$ cat src/rtl/alu_arbiter_if.sv
// Bundle of the two requester channels and the response channel of the
// shared ALU. The master side is the requester/consumer environment; the
// slave side is the arbiter itself.
interface alu_arbiter_if #(
    parameter int WORDSIZE = 32
);
    logic                req0_valid;
    logic                req0_ready;
    logic [WORDSIZE-1:0] req0_a;
    logic [WORDSIZE-1:0] req0_b;
    logic [3:0]          req0_ctl;

    logic                req1_valid;
    logic                req1_ready;
    logic [WORDSIZE-1:0] req1_a;
    logic [WORDSIZE-1:0] req1_b;
    logic [3:0]          req1_ctl;

    logic                rsp_valid;
    logic                rsp_ready;
    logic                rsp_id;
    logic [WORDSIZE-1:0] rsp_r;
    logic                rsp_z;

    logic                busy;

    modport master (
        output req0_valid, req0_a, req0_b, req0_ctl,
        output req1_valid, req1_a, req1_b, req1_ctl,
        output rsp_ready,
        input  req0_ready, req1_ready,
        input  rsp_valid, rsp_id, rsp_r, rsp_z, busy
    );

    modport slave (
        input  req0_valid, req0_a, req0_b, req0_ctl,
        input  req1_valid, req1_a, req1_b, req1_ctl,
        input  rsp_ready,
        output req0_ready, req1_ready,
        output rsp_valid, rsp_id, rsp_r, rsp_z, busy
    );
endinterface

$ cat src/rtl/alu_arbiter.sv
// Two-requester round-robin arbiter in front of a single ALU. One operation
// is in flight at a time: IDLE grants and latches operands, EXEC computes
// and registers the result, RESP holds it until the consumer takes it.
module alu_arbiter #(
    parameter int WORDSIZE = 32
) (
    input logic          clk,
    input logic          rst_n,
    alu_arbiter_if.slave bus
);

    typedef enum logic [1:0] {
        IDLE = 2'd0,
        EXEC = 2'd1,
        RESP = 2'd2
    } state_t;

    localparam logic [3:0] OP_AND = 4'd0;
    localparam logic [3:0] OP_OR  = 4'd1;
    localparam logic [3:0] OP_ADD = 4'd2;
    localparam logic [3:0] OP_SUB = 4'd6;

    state_t              state;
    state_t              state_next;
    logic                ptr;
    logic                grant0;
    logic                grant1;
    logic                accept;

    // Accept stage: operands captured at the handshake edge
    logic [WORDSIZE-1:0] a_p0;
    logic [WORDSIZE-1:0] b_p0;
    logic [3:0]          ctl_p0;
    logic                id_p0;

    // Result stage: registered at the end of EXEC, held through RESP
    logic [WORDSIZE-1:0] r_p1;
    logic                z_p1;
    logic                id_p1;

    logic [WORDSIZE-1:0] alu_r;

    // Unknown op codes yield zero so the zero flag reads 1 for them.
    function automatic logic [WORDSIZE-1:0] alu_op(
        input logic [3:0]          ctl,
        input logic [WORDSIZE-1:0] a,
        input logic [WORDSIZE-1:0] b
    );
        logic [WORDSIZE-1:0] res;
        case (ctl)
            OP_AND:  res = a & b;
            OP_OR:   res = a | b;
            OP_ADD:  res = a + b;
            OP_SUB:  res = a - b;
            default: res = '0;
        endcase
        return res;
    endfunction

    // Arbitration and next-state logic; grants exist only in IDLE
    always_comb begin
        grant0     = 1'b0;
        grant1     = 1'b0;
        state_next = state;
        case (state)
            IDLE: begin
                if (bus.req0_valid && (!bus.req1_valid || !ptr)) begin
                    grant0 = 1'b1;
                end else if (bus.req1_valid) begin
                    grant1 = 1'b1;
                end
                if (grant0 || grant1) begin
                    state_next = EXEC;
                end
            end
            EXEC: state_next = RESP;
            RESP: begin
                if (bus.rsp_ready) begin
                    state_next = IDLE;
                end
            end
            default: state_next = IDLE;
        endcase
    end

    assign accept = grant0 | grant1;

    // State register; reset abandons any in-flight operation
    always_ff @(posedge clk or negedge rst_n) begin
        if (!rst_n) begin
            state <= IDLE;
        end else begin
            state <= state_next;
        end
    end

    // Priority pointer moves to the requester that lost this grant
    always_ff @(posedge clk or negedge rst_n) begin
        if (!rst_n) begin
            ptr <= 1'b0;
        end else if (accept) begin
            ptr <= grant0;
        end
    end

    // Operand capture at accept; later input changes cannot disturb it
    always_ff @(posedge clk) begin
        if (accept) begin
            a_p0   <= grant1 ? bus.req1_a   : bus.req0_a;
            b_p0   <= grant1 ? bus.req1_b   : bus.req0_b;
            ctl_p0 <= grant1 ? bus.req1_ctl : bus.req0_ctl;
            id_p0  <= grant1;
        end
    end

    assign alu_r = alu_op(ctl_p0, a_p0, b_p0);

    // Result register loaded once in EXEC and held stable through RESP
    always_ff @(posedge clk or negedge rst_n) begin
        if (!rst_n) begin
            r_p1  <= '0;
            z_p1  <= 1'b0;
            id_p1 <= 1'b0;
        end else if (state == EXEC) begin
            r_p1  <= alu_r;
            z_p1  <= (alu_r == '0);
            id_p1 <= id_p0;
        end
    end

    assign bus.req0_ready = grant0;
    assign bus.req1_ready = grant1;
    assign bus.rsp_valid  = (state == RESP);
    assign bus.rsp_r      = r_p1;
    assign bus.rsp_z      = z_p1;
    assign bus.rsp_id     = id_p1;
    assign bus.busy       = (state != IDLE);

endmodule

$ cat src/flat_wrapper.sv
// flat-port wrapper written by rule: the top's interface ports become plain ports
module alu_arbiter_flat 
#(
    parameter int WORDSIZE = 32
)
  (clk, rst_n, bus_req0_valid, bus_req0_a, bus_req0_b, bus_req0_ctl, bus_req1_valid, bus_req1_a, bus_req1_b, bus_req1_ctl, bus_rsp_ready, bus_req0_ready, bus_req1_ready, bus_rsp_valid, bus_rsp_id, bus_rsp_r, bus_rsp_z, bus_busy);
  alu_arbiter_if #(.WORDSIZE(WORDSIZE)) bus_i ();
  input logic clk;
  input logic rst_n;
  input wire logic [$bits(bus_i.req0_valid)-1:0] bus_req0_valid;
  input wire logic [$bits(bus_i.req0_a)-1:0] bus_req0_a;
  input wire logic [$bits(bus_i.req0_b)-1:0] bus_req0_b;
  input wire logic [$bits(bus_i.req0_ctl)-1:0] bus_req0_ctl;
  input wire logic [$bits(bus_i.req1_valid)-1:0] bus_req1_valid;
  input wire logic [$bits(bus_i.req1_a)-1:0] bus_req1_a;
  input wire logic [$bits(bus_i.req1_b)-1:0] bus_req1_b;
  input wire logic [$bits(bus_i.req1_ctl)-1:0] bus_req1_ctl;
  input wire logic [$bits(bus_i.rsp_ready)-1:0] bus_rsp_ready;
  output wire logic [$bits(bus_i.req0_ready)-1:0] bus_req0_ready;
  output wire logic [$bits(bus_i.req1_ready)-1:0] bus_req1_ready;
  output wire logic [$bits(bus_i.rsp_valid)-1:0] bus_rsp_valid;
  output wire logic [$bits(bus_i.rsp_id)-1:0] bus_rsp_id;
  output wire logic [$bits(bus_i.rsp_r)-1:0] bus_rsp_r;
  output wire logic [$bits(bus_i.rsp_z)-1:0] bus_rsp_z;
  output wire logic [$bits(bus_i.busy)-1:0] bus_busy;
  assign bus_i.req0_valid = bus_req0_valid;
  assign bus_i.req0_a = bus_req0_a;
  assign bus_i.req0_b = bus_req0_b;
  assign bus_i.req0_ctl = bus_req0_ctl;
  assign bus_i.req1_valid = bus_req1_valid;
  assign bus_i.req1_a = bus_req1_a;
  assign bus_i.req1_b = bus_req1_b;
  assign bus_i.req1_ctl = bus_req1_ctl;
  assign bus_i.rsp_ready = bus_rsp_ready;
  assign bus_req0_ready = bus_i.req0_ready;
  assign bus_req1_ready = bus_i.req1_ready;
  assign bus_rsp_valid = bus_i.rsp_valid;
  assign bus_rsp_id = bus_i.rsp_id;
  assign bus_rsp_r = bus_i.rsp_r;
  assign bus_rsp_z = bus_i.rsp_z;
  assign bus_busy = bus_i.busy;
  alu_arbiter #(.WORDSIZE(WORDSIZE)) u_core (.clk(clk), .rst_n(rst_n), .bus(bus_i));
endmodule
$ cat config.mk
export PLATFORM = sky130hd
export DESIGN_NAME = alu_arbiter_flat
export DESIGN_NICKNAME = d
export VERILOG_FILES = /design/src/rtl/alu_arbiter_if.sv /design/src/rtl/alu_arbiter.sv /design/src/flat_wrapper.sv
export SDC_FILE = /design/constraint.sdc
export NUM_CORES = 1
export LEC_CHECK = 0
export CORE_MARGIN = 10
export CORE_UTILIZATION = 52
export CTS_BUF_LIST = sky130_fd_sc_hd__clkbuf_2
export CTS_CLUSTER_SIZE = 10
export DETAILED_ROUTE_END_ITERATION = 6
export GPL_TIMING_DRIVEN = 0
export PLACE_DENSITY_LB_ADDON = 0.2
export SYNTH_ARGS = -nofsm -noshare
export SYNTH_HDL_FRONTEND = slang
export SYNTH_SLANG_ARGS = --single-unit
$ cat constraint.sdc
create_clock -name clk -period 5.7 [get_ports clk]
set_input_delay 0.855 -clock clk [delete_from_list [all_inputs] [get_ports clk]]
set_output_delay 0.855 -clock clk [all_outputs]
set_load 0.02 [all_outputs]
==> results.py <==
metrics = {
    "sta": {
        "slew_viol_final": 0,
        "fin_tns_setup_ps": 0,
        "post-route-min-period_ps": 5230,
        "fin_crit_sh_pct": 91.8,
        "rsz0062_at_grt": "no",
        "relSlewSlack_pct": 48.7,
        "fmax_ghz": 0.191,
        "skew_ps": 39.9,
        "hold_ws_ps": 231,
        "hold_viol_final": 0,
        "tightestPinTransition_ps": 769,
        "setup_violations": 0,
    },
    "grt": {
        "gr-total-overflow": 0,
        "antenna_found_initial": 1,
        "first_global_vias": 6689,
        "track_usage_pct": 21.5,
        "grt_start_max_net_pins": 38,
        "grt_pass1_wl_microns": 34400,
    },
    "floorplan": {
        "die_area_sq_um": 19500,
        "fp.dieW_microns": 140,
        "die_y_microns": 140,
        "core_area_sq_um": 14000,
        "ios": 179,
        "rows": 43,
        "start_util_pct": 53.3,
    },
    "final_layout": {
        "n_fill_cell": 1138,
        "drive_gt1_share_pct": 4.74,
        "nets": 1249,
        "syn_to_final_growth_pct": 29.1,
    },
    "synthesis": {
        "yosys.cell_count.top_type": "nand2_1",
        "synth_area_sq_um": 7460,
        "synth.area.top_cells": "edfxtp_1 (28%), nand2_1 (14%), dfrtp_1 (12%)",
        "synthDominantCellAreaShare_pct": 27.8,
        "ys.flop_type": "edfxtp_1",
        "syn_inst": 883,
        "netlist.top_cell.by_area": "edfxtp_1",
        "synthArstFlopShare_pct": 34.9,
        "synth.top_cells.by_count": "nand2_1 (271), edfxtp_1 (69), a21oi_1 (57)",
        "synth_seq_cells": 106,
        "syn_avg_cell_area_sq_um": 8.45,
        "synth-edff-count": 69,
        "ys_warn_count": 0,
        "ys_types": 69,
        "yosysSeqAreaShare_pct": 40.2,
        "syn-num-nets": 1059,
    },
    "placed_design": {
        "gp_congestion": 0.933,
        "io_buffers": 178,
        "dp_hpwl_microns": 18400,
    },
    "routing": {
        "drtPass1Iterations": 5,
        "drtIter0Drc": 439,
        "drt-wirelength-per-cell_microns": 17.4,
        "routed_wirelength_microns": 21900,
        "drc_errors": 0,
        "via_count": 6901,
        "vias_per_cell": 5.49,
        "ant_nets": 0,
    },
    "pwr": {
        "p_per_area_nw_per_um2": 534,
        "totalPowerFinal_uw": 5150,
        "ir_drop_mv": 0.215,
        "p_leak_uw": 0.00393,
    },
    "setup_path": {
        "crit_family": "simple AND/OR/NAND/NOR gates",
        "worstPathCellList": "nor3_1, nand2b_1, nor4_2, and3_1, and3b_1, clkbuf_1, nand3b_1, o21ai_0, xor2_1, ha_1, a21o_1, a21oi_1, o21ai_0, o311ai_0, o31ai_1, or4_1, nor4_1, and4_1, a32o_1",
        "end_kind": "flip-flop",
        "cpPeakStageDelay_ps": 540,
        "slowest_stage": "edfxtp_1",
        "cp_common_cell": "o21ai_0",
        "criticalPathCategory": "reg2reg",
        "reg2reg_slack_ps": 470,
        "required_ps": 6310,
        "start_kind": "flip-flop",
        "arrival_ps": 5840,
        "worst-path-buf-inv": 1,
        "path_max_fanout": 7,
    },
    "cts": {
        "clock_latency_ps": 630,
        "cts_tree": "yes",
        "clockRootBuffer": "clkbuf_2",
        "clk_pin_slew_ps": 290,
        "numCtsBuffers": 9,
        "cts_buffer_depth": 2,
        "htree_levels": 3,
        "cts_sinks": 106,
    },
    "outcome": {
        "status": "finished clean",
    },
    "flow_run": {
        "cap_violations": 0,
    },
    "hold_path": {
        "hp-class": "in2async",
    },
}
==> worst paths after layout <==
| kind | depth (start not counted) | from | endpoint |
|---|---|---|---|
| min in group clk | 2 | u_core.bus.rsp_r[8] | u_core.bus.rsp_r[8] |
| hold / removal | 1 | rst_n | u_core.bus.rsp_r[5] |
| max in group asynchronous | 1 | rst_n | u_core.bus.rsp_r[22] |
| hold reg to reg | 2 | u_core.bus.rsp_r[8] | u_core.bus.rsp_r[8] |
| setup reg to reg | 19 | u_core.b_p0[4] | u_core.bus.rsp_z |
| setup / recovery | 19 | u_core.b_p0[4] | u_core.bus.rsp_z |
==> cell type report <==
type                       instances  area, sq um  area share (%)
antenna                            1         2.50          0.0260
buffer                            43          173            1.79
clock buffer                      10         50.0           0.520
clock inverter                     5         55.1           0.572
inverter                          15         56.3           0.585
multi-input combinational        718         4260            44.2
sequential                       106         3000            31.1
tap                              180          225            2.34
timing repair buffer             180         1820            18.9
==> routing by layer <==
layer / track usage [%] / vias up / wire length (microns)
met5: 0 / - / 0
met2: 32.7 / 290 / 9360
met3: 7.18 / 26 / 2350
li1: - / 3481 / -
met1: 28.3 / 3104 / 9800
met4: 6.74 / 0 / 355
==> power breakdown <==
part	leakage, uW	switching (uW)	internal (uW)
clock	0.0000658	246	99.9
combinational	0.00271	2000	1380
sequential	0.00116	237	1180
total	0.00393	2480	2660
==> registers in the layout (all words and copies together), names as in the netlist <==
name               flops
u_core.b_p0           32
u_core.id_p0           1
u_core.bus.rsp_id      1
u_core.state           2
u_core.ctl_p0          4
u_core.a_p0           32
u_core.bus.rsp_r      32
u_core.ptr             1
u_core.bus.rsp_z       1
==> per-stage QoR <==
step	worst slack, ps	std cells	cell area, sq um	utilization (%)
4_1_cts	133	1257	9610	68.7
3_5_place_dp	-461	1243	9510	68.0
3_3_place_gp	-417	1241	9470	67.7
2_1_floorplan	952	883	7460	-
6_report	470	1258	9630	68.9
5_1_grt	0.286	1258	9630	68.9
==> layout by cell type, fill, tap and decap left out, types with 4 or more instances in the layout <==
cell             count
a21oi_1             56
nand2_1            271
nand2b_1            10
buf_2                7
clkbuf_1            30
and3_1               6
nor3_1              13
o21ai_1              5
maj3_1              27
buf_1                6
nand4_1              7
and2_1               8
clkdlybuf4s50_1    177
o21a_1               6
edfxtp_1            69
inv_1               14
nor2b_1              6
nor2_1              39
o21ai_0             51
o31ai_1              5
xor2_1              23
xnor2_1             30
nand3_1             12
dfrtp_1             37
a21o_1               9
ha_1                34
a31oi_1              9
clkbuf_2            10
nand4b_1             4
mux2_2               7
a22oi_1             15
nor4_1               5
==> cells by family (layout without fill, tap and decap cells) <==
group	after synthesis	count (layout)	synth area share [%]
and+or+nand+nor	402	402	23.5
muxes	10	10	1.46
other	0	1	0
xor gates and xnor gates	53	53	6.22
buffers and inverters	59	253	3.07
adders and majority gates	62	62	9.60
AOI/OAI and AO/OA	191	191	16.0
DFF	106	106	40.2
==> repair_timing <==
item	4_1_cts	5_1_grt
pin swaps	0	0
resized for setup	1	5
hold endpoints to repair	0	0
buffers inserted	0	0
hold buffers	0	0
setup endpoints to repair	1	1
(Power assumes the default switching activity.)
